<file path="config.mk">
export PLATFORM = sky130hd
export DESIGN_NAME = arbitro_enrutador_flat
export DESIGN_NICKNAME = d
export VERILOG_FILES = /design/src/rtl/arbitro_enrutador_if.sv /design/src/rtl/arbitro_enrutador.sv /design/src/flat_wrapper.sv
export SDC_FILE = /design/constraint.sdc
export NUM_CORES = 1
export LEC_CHECK = 0
export BUFFER_PORTS_ARGS = -buffer_cell sky130_fd_sc_hd__buf_4
export CORE_MARGIN = 2
export CORE_UTILIZATION = 47
export CTS_BUF_LIST = sky130_fd_sc_hd__clkbuf_8
export DETAILED_ROUTE_END_ITERATION = 10
export PLACE_DENSITY = 0.79
export RECOVER_POWER = 100
export SLEW_MARGIN = 30
export SYNTH_ARGS = -nofsm -noshare
export SYNTH_HDL_FRONTEND = slang
export SYNTH_SLANG_ARGS = --single-unit
</file>
<file path="constraint.sdc">
create_clock -name clk -period 2.7 [get_ports clk]
set_input_delay 0.405 -clock clk [delete_from_list [all_inputs] [get_ports clk]]
set_output_delay 0.405 -clock clk [all_outputs]
set_load 0.03 [all_outputs]
</file>
<file path="src/rtl/arbitro_enrutador_if.sv">
// Bus between the class/destination FIFOs and the router core.
// master = router side, slave = FIFO side.
interface arbitro_enrutador_if #(
    parameter int unsigned TAMANO_DATOS = 12
);
    logic [3:0]              fifo_empty;
    logic [TAMANO_DATOS-1:0] data_in0;
    logic [TAMANO_DATOS-1:0] data_in1;
    logic [TAMANO_DATOS-1:0] data_in2;
    logic [TAMANO_DATOS-1:0] data_in3;
    logic [3:0]              almost_full;
    logic [3:0]              pop_src;
    logic [3:0]              push_dst;
    logic [TAMANO_DATOS-1:0] data_out;

    modport master (
        input  fifo_empty, data_in0, data_in1, data_in2, data_in3, almost_full,
        output pop_src, push_dst, data_out
    );

    modport slave (
        output fifo_empty, data_in0, data_in1, data_in2, data_in3, almost_full,
        input  pop_src, push_dst, data_out
    );
endinterface

</file>
<file path="src/rtl/arbitro_enrutador.sv">
// Round-robin router from class FIFOs F0..F3 to destination FIFOs F4..F7,
// with an init state machine that latches and distributes FIFO thresholds.
module arbitro_enrutador #(
    parameter int unsigned TAMANO_DATOS = 12,
    parameter int unsigned UMBRALES_L_H = 8
) (
    input  logic                    clk,
    input  logic                    reset,
    input  logic                    init,
    input  logic [UMBRALES_L_H-1:0] umbral_L_in,
    input  logic [UMBRALES_L_H-1:0] umbral_H_in,
    output logic [UMBRALES_L_H-1:0] umbral_L,
    output logic [UMBRALES_L_H-1:0] umbral_H,
    output logic [1:0]              estado,
    output logic                    idle,
    arbitro_enrutador_if.master     bus
);

    localparam int unsigned DstHi = TAMANO_DATOS - 3;
    localparam int unsigned DstLo = TAMANO_DATOS - 4;

    typedef enum logic [1:0] {
        StReset  = 2'd0,
        StInit   = 2'd1,
        StIdle   = 2'd2,
        StActive = 2'd3
    } estado_e;

    estado_e                 r_state;
    estado_e                 w_state_next;
    logic [1:0]              r_ptr;
    logic [3:0]              r_push_dst;
    logic [TAMANO_DATOS-1:0] r_data_out;
    logic [UMBRALES_L_H-1:0] r_umbral_L;
    logic [UMBRALES_L_H-1:0] r_umbral_H;

    logic [TAMANO_DATOS-1:0] w_head [4];
    logic [3:0]              w_eligible;
    logic [1:0]              w_idx;
    logic [1:0]              w_grant;
    logic                    w_grant_valid;
    logic                    w_fire;
    logic [TAMANO_DATOS-1:0] w_sel_head;
    logic                    w_in_flight;

    always_comb begin
        w_head[0] = bus.data_in0;
        w_head[1] = bus.data_in1;
        w_head[2] = bus.data_in2;
        w_head[3] = bus.data_in3;
    end

    // A source is eligible only if its head's destination is not almost-full.
    always_comb begin
        w_eligible = '0;
        for (int i = 0; i < 4; i++) begin
            w_eligible[i] = !bus.fifo_empty[i] && !bus.almost_full[w_head[i][DstHi:DstLo]];
        end
    end

    // Descending scan so the smallest offset from the pointer wins.
    always_comb begin
        w_grant_valid = 1'b0;
        w_grant       = '0;
        w_idx         = '0;
        for (int k = 3; k >= 0; k--) begin
            w_idx = r_ptr + 2'(k);
            if (w_eligible[w_idx]) begin
                w_grant_valid = 1'b1;
                w_grant       = w_idx;
            end
        end
    end

    assign w_fire      = (r_state == StActive) && !init && w_grant_valid;
    assign w_sel_head  = w_head[w_grant];
    assign w_in_flight = |r_push_dst;

    always_comb begin
        w_state_next = r_state;
        unique case (r_state)
            StReset:  w_state_next = StInit;
            StInit:   if (!init) w_state_next = StIdle;
            StIdle: begin
                if (init)                    w_state_next = StInit;
                else if (!(&bus.fifo_empty)) w_state_next = StActive;
            end
            StActive: begin
                if (init)                                    w_state_next = StInit;
                else if ((&bus.fifo_empty) && !w_in_flight)  w_state_next = StIdle;
            end
            default:  w_state_next = StReset;
        endcase
    end

    always_ff @(posedge clk or negedge reset) begin
        if (!reset) begin
            r_state <= StReset;
        end else begin
            r_state <= w_state_next;
        end
    end

    always_ff @(posedge clk or negedge reset) begin
        if (!reset) begin
            r_ptr      <= '0;
            r_push_dst <= '0;
            r_data_out <= '0;
        end else if (w_fire) begin
            r_ptr      <= w_grant + 2'd1;
            r_push_dst <= 4'b0001 << w_sel_head[DstHi:DstLo];
            r_data_out <= w_sel_head;
        end else begin
            r_push_dst <= '0;
        end
    end

    always_ff @(posedge clk or negedge reset) begin
        if (!reset) begin
            r_umbral_L <= '0;
            r_umbral_H <= '0;
        end else if ((r_state == StInit) && init) begin
            r_umbral_L <= umbral_L_in;
            r_umbral_H <= umbral_H_in;
        end
    end

    assign bus.pop_src  = w_fire ? (4'b0001 << w_grant) : 4'b0000;
    assign bus.push_dst = r_push_dst;
    assign bus.data_out = r_data_out;
    assign umbral_L     = r_umbral_L;
    assign umbral_H     = r_umbral_H;
    assign estado       = r_state;
    assign idle         = (r_state == StIdle);

endmodule

</file>
<file path="src/flat_wrapper.sv">
// flat-port wrapper written by rule: the top's interface ports become plain ports
module arbitro_enrutador_flat 
#(
    parameter int unsigned TAMANO_DATOS = 12,
    parameter int unsigned UMBRALES_L_H = 8
)
  (clk, reset, init, umbral_L_in, umbral_H_in, umbral_L, umbral_H, estado, idle, bus_fifo_empty, bus_data_in0, bus_data_in1, bus_data_in2, bus_data_in3, bus_almost_full, bus_pop_src, bus_push_dst, bus_data_out);
  arbitro_enrutador_if #(.TAMANO_DATOS(TAMANO_DATOS)) bus_i ();
  input  logic clk;
  input  logic reset;
  input  logic init;
  input  logic [UMBRALES_L_H-1:0] umbral_L_in;
  input  logic [UMBRALES_L_H-1:0] umbral_H_in;
  output logic [UMBRALES_L_H-1:0] umbral_L;
  output logic [UMBRALES_L_H-1:0] umbral_H;
  output logic [1:0] estado;
  output logic idle;
  input wire logic [$bits(bus_i.fifo_empty)-1:0] bus_fifo_empty;
  input wire logic [$bits(bus_i.data_in0)-1:0] bus_data_in0;
  input wire logic [$bits(bus_i.data_in1)-1:0] bus_data_in1;
  input wire logic [$bits(bus_i.data_in2)-1:0] bus_data_in2;
  input wire logic [$bits(bus_i.data_in3)-1:0] bus_data_in3;
  input wire logic [$bits(bus_i.almost_full)-1:0] bus_almost_full;
  output wire logic [$bits(bus_i.pop_src)-1:0] bus_pop_src;
  output wire logic [$bits(bus_i.push_dst)-1:0] bus_push_dst;
  output wire logic [$bits(bus_i.data_out)-1:0] bus_data_out;
  assign bus_i.fifo_empty = bus_fifo_empty;
  assign bus_i.data_in0 = bus_data_in0;
  assign bus_i.data_in1 = bus_data_in1;
  assign bus_i.data_in2 = bus_data_in2;
  assign bus_i.data_in3 = bus_data_in3;
  assign bus_i.almost_full = bus_almost_full;
  assign bus_pop_src = bus_i.pop_src;
  assign bus_push_dst = bus_i.push_dst;
  assign bus_data_out = bus_i.data_out;
  arbitro_enrutador #(.TAMANO_DATOS(TAMANO_DATOS), .UMBRALES_L_H(UMBRALES_L_H)) u_core (.clk(clk), .reset(reset), .init(init), .umbral_L_in(umbral_L_in), .umbral_H_in(umbral_H_in), .umbral_L(umbral_L), .umbral_H(umbral_H), .estado(estado), .idle(idle), .bus(bus_i));
endmodule
</file>
==> results of run 1 <==
-- stage by stage --
stage | power, mW | hold slack, ns | instance area (um^2)
6_report | 2.175 | 0.2910 | 3183
4_1_cts | 2.274 | 0.08026 | 3268
2_1_floorplan | 1.436 | 0.1094 | 2186
3_5_place_dp | 1.894 | 0.3923 | 3181
3_3_place_gp | 1.874 | 0.3859 | 3181
5_1_grt | 2.293 | 0.2927 | 3183
-- timing repair --
item / 4_1_cts / 5_1_grt
endpoints found under the hold margin: 0 / 0
gates resized for setup: 0 / 10
buffers inserted: 0 / 3
setup endpoints to repair: 0 / 4
-- worst max-delay path: stages --
cell	delay [ns]
buf_4	0.12
mux4_2	0.49
o22a_1	0.23
a221o_2	0.36
nor2_8	0.16
inv_4	0.05
ha_2	0.16
and2_4	0.13
buf_6	0.13
-- synth_stat cells (5+ instances only) --
library cell	count	share of area (%)
dfrtp_1	36	41
mux2i_1	27	12
nor2_1	21	3.6
mux2_2	16	8.2
a221oi_1	10	4.0
inv_1	7	1.2
a211oi_1	6	2.1
o21ai_0	6	1.4
nand2_1	5	0.86
-- cell families (layout without fill, tap and decap cells) --
group | count (synthesis) | count (layout) | share of synthesized area (%)
compound gates | 48 | 48 | 18.37
mux | 45 | 45 | 22.84
buf+inv | 16 | 149 | 3.434
flops | 36 | 36 | 41.21
simple gates | 50 | 50 | 11.85
fa+ha+maj | 4 | 4 | 2.290
-- power by group through the flow --
stage	clock (mW)	combinational, mW	sequential (mW)
2_1_floorplan	0	0.405	1.03
4_1_cts	0.385	1.12	0.770
3_5_place_dp	0	1.12	0.778
6_report	0.381	1.03	0.766
5_1_grt	0.408	1.10	0.786
3_3_place_gp	0	1.10	0.774
-- worst paths after layout --
check	start	end	cells past startpoint
setup / recovery	bus_almost_full[3]	bus_pop_src[1]	9
hold / removal	init	u_core.estado[1]	2
min in group asynchronous	reset	u_core.estado[1]	1
hold reg to reg	u_core.umbral_L[3]	u_core.umbral_L[3]	1
setup reg to reg	u_core.r_ptr[1]	u_core.bus.push_dst[3]	8
max in group asynchronous	reset	u_core.r_ptr[0]	1
-- area by class of cell --
cell class / count / area (um^2)
Clock buffer: 5 / 68.82
Clock inverter: 3 / 18.77
Fill cell: 366 / 1231
Inverter: 9 / 36.28
Multi-Input combinational cell: 147 / 1226
Sequential cell: 36 / 900.9
Tap cell: 52 / 65.06
Timing Repair Buffer: 132 / 867.1
-- flip-flops by register name, indices dropped and copies added (netlist names) --
| name | count |
|---|---|
| u_core.bus.data_out | 12 |
| u_core.bus.push_dst | 4 |
| u_core.estado | 2 |
| u_core.r_ptr | 2 |
| u_core.umbral_H | 8 |
| u_core.umbral_L | 8 |
-- routing by layer --
layer | share of wire, % | routed length (um)
met1 | 40 | 2512
met4 | 0.78 | 49
met3 | 9.6 | 602
met5 | 0 | 0
met2 | 50 | 3103
==> results.sh, run 1 <==
export IMPL_synth_cell_types=49
export IMPL_diodes=0
export IMPL_synth_edf_count=0
export IMPL_grt_usage_pct=23.42
export IMPL_finClkSkew_ns=0.001027
export IMPL_ys_seq_area_share_pct=41.21
export IMPL_power_leakage_nw=1.539
export IMPL_grt_pass1_wl_um=9680
export IMPL_p_sw_uw=921.5
export IMPL_final_cell_mix="buf_4, clkbuf_1, dfrtp_1"
export IMPL_drc=0
export IMPL_slew_violations=37
export IMPL_rsz0062_at_grt="true"
export IMPL_vias_per_cell=5.685
export IMPL_fin_ws_ns=0.03936
export IMPL_cts_tree="yes"
export IMPL_swShare_pct=42.37
export IMPL_syn_inst=199
export IMPL_portBuffers=113
export IMPL_wl_per_cell_um=16.32
export IMPL_use_met1_pct=30.35
export IMPL_ir_drop_uv=409.7
export IMPL_hold_buffers=0
export IMPL_dp_cells=373
export IMPL_ys_seq_elements=36
export IMPL_root_buffer="clkbuf_8"
export IMPL_grt_pass1_vias=2073
export IMPL_ant_nets=0
export IMPL_layout_drive_gt1_share_pct=41.87
export IMPL_max_slew_margin_pct=-28.02
export IMPL_cp_max_fo=4
export IMPL_dpl_worst_slack_ns=0.004469
export IMPL_period_share_pct=98.54
export IMPL_nets=410
export IMPL_crit_required_ns=2.30
export IMPL_fmax_mhz=375.9
export IMPL_grt_max_degree=37
export IMPL_arrival_ns=2.26
export IMPL_clockBufferDepth=2
export IMPL_syn_to_final_growth_pct=45.62
export IMPL_worst_pin_slew_ns=1.920
export IMPL_status="finished, violations left"
export IMPL_fp_row_count=24
export IMPL_setup_viol=0
export IMPL_initial_utilization_pct=49.52
export IMPL_clkTransAtPathRegs_ns=0.07
export IMPL_wl_um=6268
export IMPL_path_class="input pin to output pin"
export IMPL_synthesis_area_um2=2186
export IMPL_reg2reg_slack_ns=0.45
export IMPL_internal_power_mw=1.254
export IMPL_end_kind="output pin"
export IMPL_power_share_clock_pct=17.5
export IMPL_ys_async_sr_fraction_pct=100.0
export IMPL_top_usage_layer="met2"
export IMPL_pin_count=114
export IMPL_die_area_um2=5212
export IMPL_syn_num_nets=278
export IMPL_grt_met3_usage_pct=5.833
export IMPL_final_cells=384
export IMPL_die_w_um=72.20
export IMPL_yosys_warnings=0
export IMPL_dp_hpwl_um=4892
export IMPL_drt_iter0_drc=143
export IMPL_antenna_found_initial=0
export IMPL_maxCapViolCount=1
export IMPL_min_path_type="input pin to register"
export IMPL_vias=2183
export IMPL_avgSynthCellArea_um2=10.98
export IMPL_p_per_area_nw_per_um2=683.3
export IMPL_dr_pass1_iters=5
export IMPL_synth_top_flop_cell="dfrtp_1"
export IMPL_fin_util_pct=72.11
export IMPL_clk_latency_ns=0.28
export IMPL_cts_sinks=36
export IMPL_tns_ns=0
export IMPL_p_seq_share_pct=35.2
export IMPL_fin_crit_ns=2.661
export IMPL_p_comb_share_pct=47.3
export IMPL_core_area_um2=4414
export IMPL_numCtsBuffers=5
export IMPL_grt_remaining_overflow=0
export IMPL_final_common_cell="buf_4"
export IMPL_met2_usage_pct=39.86
export IMPL_finalHoldViolCount=0
export IMPL_violations="capacitance limit, slew limit"
export IMPL_cp_start_kind="input pin"
export IMPL_die_h_um=72.20
export IMPL_routabilityCongestion=0.8405
export IMPL_h_tree_depth=2
Note: power is estimated with default switching activity, not from simulation.
==> run 2: changes to the inputs <==
- ABC_AREA: not set -> 1
- CORE_UTILIZATION: 47 -> 50
- MAX_ROUTING_LAYER: not set -> met4
==> run 2 against run 1 <==
- critical path type is now register to output pin
- hold slack gained 0.015 ns
- combinational power grew 150%
- the flow still finishes with violations (capacitance limit, slew limit)
- core utilization shrank 2.4 points
- synthesized area grew 21%
- register-to-register slack is essentially flat
- first-iteration DRC count shrank 35%
- flip-flop and latch count is the same
- sequential share of layout area shrank 3.0 points
==> results.sh, run 2 <==
export IMPL_status="finished, violations left"
export IMPL_violations="capacitance limit, slew limit"
export IMPL_die_w_um=76.79
export IMPL_max_slew_margin_pct=-23.18
export IMPL_p_per_area_nw_per_um2=1092
export IMPL_synth_top_area_cell="dfrtp_1"
export IMPL_initial_utilization_pct=51.86
export IMPL_ys_seq_elements=36
export IMPL_drc=0
export IMPL_yosysMostFrequentCell="nand2_1"
export IMPL_syn_inst=391
export IMPL_core_area_um2=5107
export IMPL_largest_reg_flops=12
export IMPL_hold_slack_ns=0.3065
export IMPL_grt_remaining_overflow=0
export IMPL_rsz0062_at_grt="false"
export IMPL_setup_viol=0
export IMPL_portBuffers=113
export IMPL_path_class="register to output pin"
export IMPL_maxCapViolCount=1
export IMPL_slew_violations=37
export IMPL_clk_latency_ns=0.29
export IMPL_dr_pass1_iters=4
export IMPL_wl_um=6952
export IMPL_min_path_type="input pin to register"
export IMPL_cp_max_fo=6
export IMPL_ir_drop_uv=547.5
export IMPL_path_delay_family="simple AND/OR/NAND/NOR gates"
export IMPL_worst_pin_slew_ns=1.848
export IMPL_layout_drive_gt1_share_pct=28.13
export IMPL_syn_to_final_growth_pct=34.39
export IMPL_wl_per_cell_um=11.95
export IMPL_pin_count=114
export IMPL_finClkSkew_ns=0.007485
export IMPL_synthesis_area_um2=2649
export IMPL_avgSynthCellArea_um2=6.774
export IMPL_synth_top_area_share_pct=34.01
export IMPL_synth_cell_types=25
export IMPL_ys_seq_area_share_pct=34.01
export IMPL_cp_start_kind="register"
export IMPL_end_kind="output pin"
export IMPL_crit_chain="buf_6 > xor2_2 > inv_2 > nand2_2 > nand2_4 > inv_2 > nand2_2 > nand3_2 > nand2_4 > ha_1 > inv_1 > nor2_1 > clkbuf_2"
export IMPL_clockBufferDepth=2
export IMPL_antenna_found_initial=0
export IMPL_cts_sinks=36
export IMPL_grt_usage_pct=25.21
export IMPL_slowest_stage="dfrtp_2"
export IMPL_ys_async_sr_fraction_pct=100.0
export IMPL_period_share_pct=95.23
export IMPL_synth_common_cells="nand2_1, inv_1, nand3_1"
export IMPL_ant_nets=0
export IMPL_nets=590
export IMPL_ys_top_cells_by_area="dfrtp_1, nand2_1, inv_1"
export IMPL_fp_row_count=26
export IMPL_power_leakage_nw=2.089
export IMPL_multi_input_area_um2=1400
export IMPL_vias=2782
export IMPL_dp_hpwl_um=5405
export IMPL_slowest_delay_ns=0.45
export IMPL_die_h_um=76.79
export IMPL_routabilityCongestion=0.8843
export IMPL_diodes=0
export IMPL_h_tree_depth=2
export IMPL_yosys_warnings=0
export IMPL_hold_buffers=0
export IMPL_cts_tree="yes"
export IMPL_synth_top_flop_cell="dfrtp_1"
export IMPL_root_buffer="clkbuf_8"
export IMPL_power_total_mw=3.887
export IMPL_numCtsBuffers=5
export IMPL_final_common_cell="nand2_1"
export IMPL_register_area_um2=902.1
export IMPL_finalHoldViolCount=0
export IMPL_dpl_worst_slack_ns=0.2572
export IMPL_clkTransAtPathRegs_ns=0.08
export IMPL_fin_ws_ns=0.1289
export IMPL_fmax_mhz=388.9
export IMPL_final_cell_mix="nand2_1, buf_4, inv_1"
export IMPL_synth_edf_count=0
export IMPL_arrival_ns=2.17
export IMPL_tns_ns=0
export IMPL_nFillCells=494
export IMPL_grt_pass1_vias=2698
export IMPL_crit_required_ns=2.30
export IMPL_vias_per_cell=4.780
export IMPL_cp_buffers_inverters=5
export IMPL_drt_iter0_drc=93
export IMPL_fin_crit_ns=2.571
export IMPL_syn_num_nets=470
export IMPL_grt_max_degree=37
export IMPL_grt_pass1_wl_um=11840
export IMPL_die_area_um2=5896
==> run 2: metal layers <==
| layer | part of all wire, % | GRT usage [%] |
|---|---|---|
| met1 | 40 | 29.09 |
| met2 | 51 | 44.65 |
| met3 | 7.1 | 6.118 |
| met4 | 1.8 | 5.091 |
| met5 | 0 | - |
==> run 2: metrics by stage <==
step / instances / area (um^2) / util, %
3_5_place_dp: 569 / 3546 / 69.43
4_1_cts: 577 / 3657 / 71.61
6_report: 582 / 3560 / 69.70
5_1_grt: 582 / 3560 / 69.70
3_3_place_gp: 569 / 3543 / 69.38
2_1_floorplan: 391 / 2649 / -
==> run 2: timing repair <==
action	in CTS	in global routing
buffers inserted	0	5
setup endpoints to repair	0	3
gates resized for setup	0	4
==> run 2: cell families after synthesis <==
family / synth area share (%)
simple gates: 46.81
buf+inv: 13.32
flops: 34.01
fa+ha+maj: 1.890
compound gates: 3.354
xor+xnor: 0.6142
==> run 2: area by class of cell <==
| type | count | share of cell area, % |
|---|---|---|
| tap | 70 | 2.460 |
| clock buffer | 5 | 1.933 |
| multi-input combinational | 274 | 39.33 |
| timing repair buffer | 125 | 22.46 |
| clock inverter | 3 | 1.195 |
| sequential | 36 | 25.34 |
| inverter | 69 | 7.276 |
==> run 2: path summary, 6_finish.rpt <==
kind | startpoint | endpoint | slack (ns) | depth (start not counted)
min reg2reg | u_core.umbral_L[0] | u_core.umbral_L[0] | 0.48 | 2
max in group asynchronous | reset | u_core.r_ptr[0] | 0.88 | 1
max reg2reg | u_core.estado[1] | u_core.umbral_L[3] | 0.46 | 6
min in group asynchronous | reset | u_core.umbral_L[1] | 0.61 | 1
min | umbral_H_in[7] | u_core.umbral_H[7] | 0.31 | 3
max | u_core.r_ptr[0] | bus_pop_src[2] | 0.13 | 13
==> run 2: worst min-delay path, cell delays in order <==
cell     delay, ns
buf_4         0.07
nand2_1       0.04
nand2_1       0.05
==> run 2: power by group <==
part	total [mW]	internal, mW	leakage [nW]	switching (mW)
Combinational	2.57	0.868	1.59	1.71
Clock	0.473	0.273	0.0541	0.200
Sequential	0.841	0.721	0.448	0.119
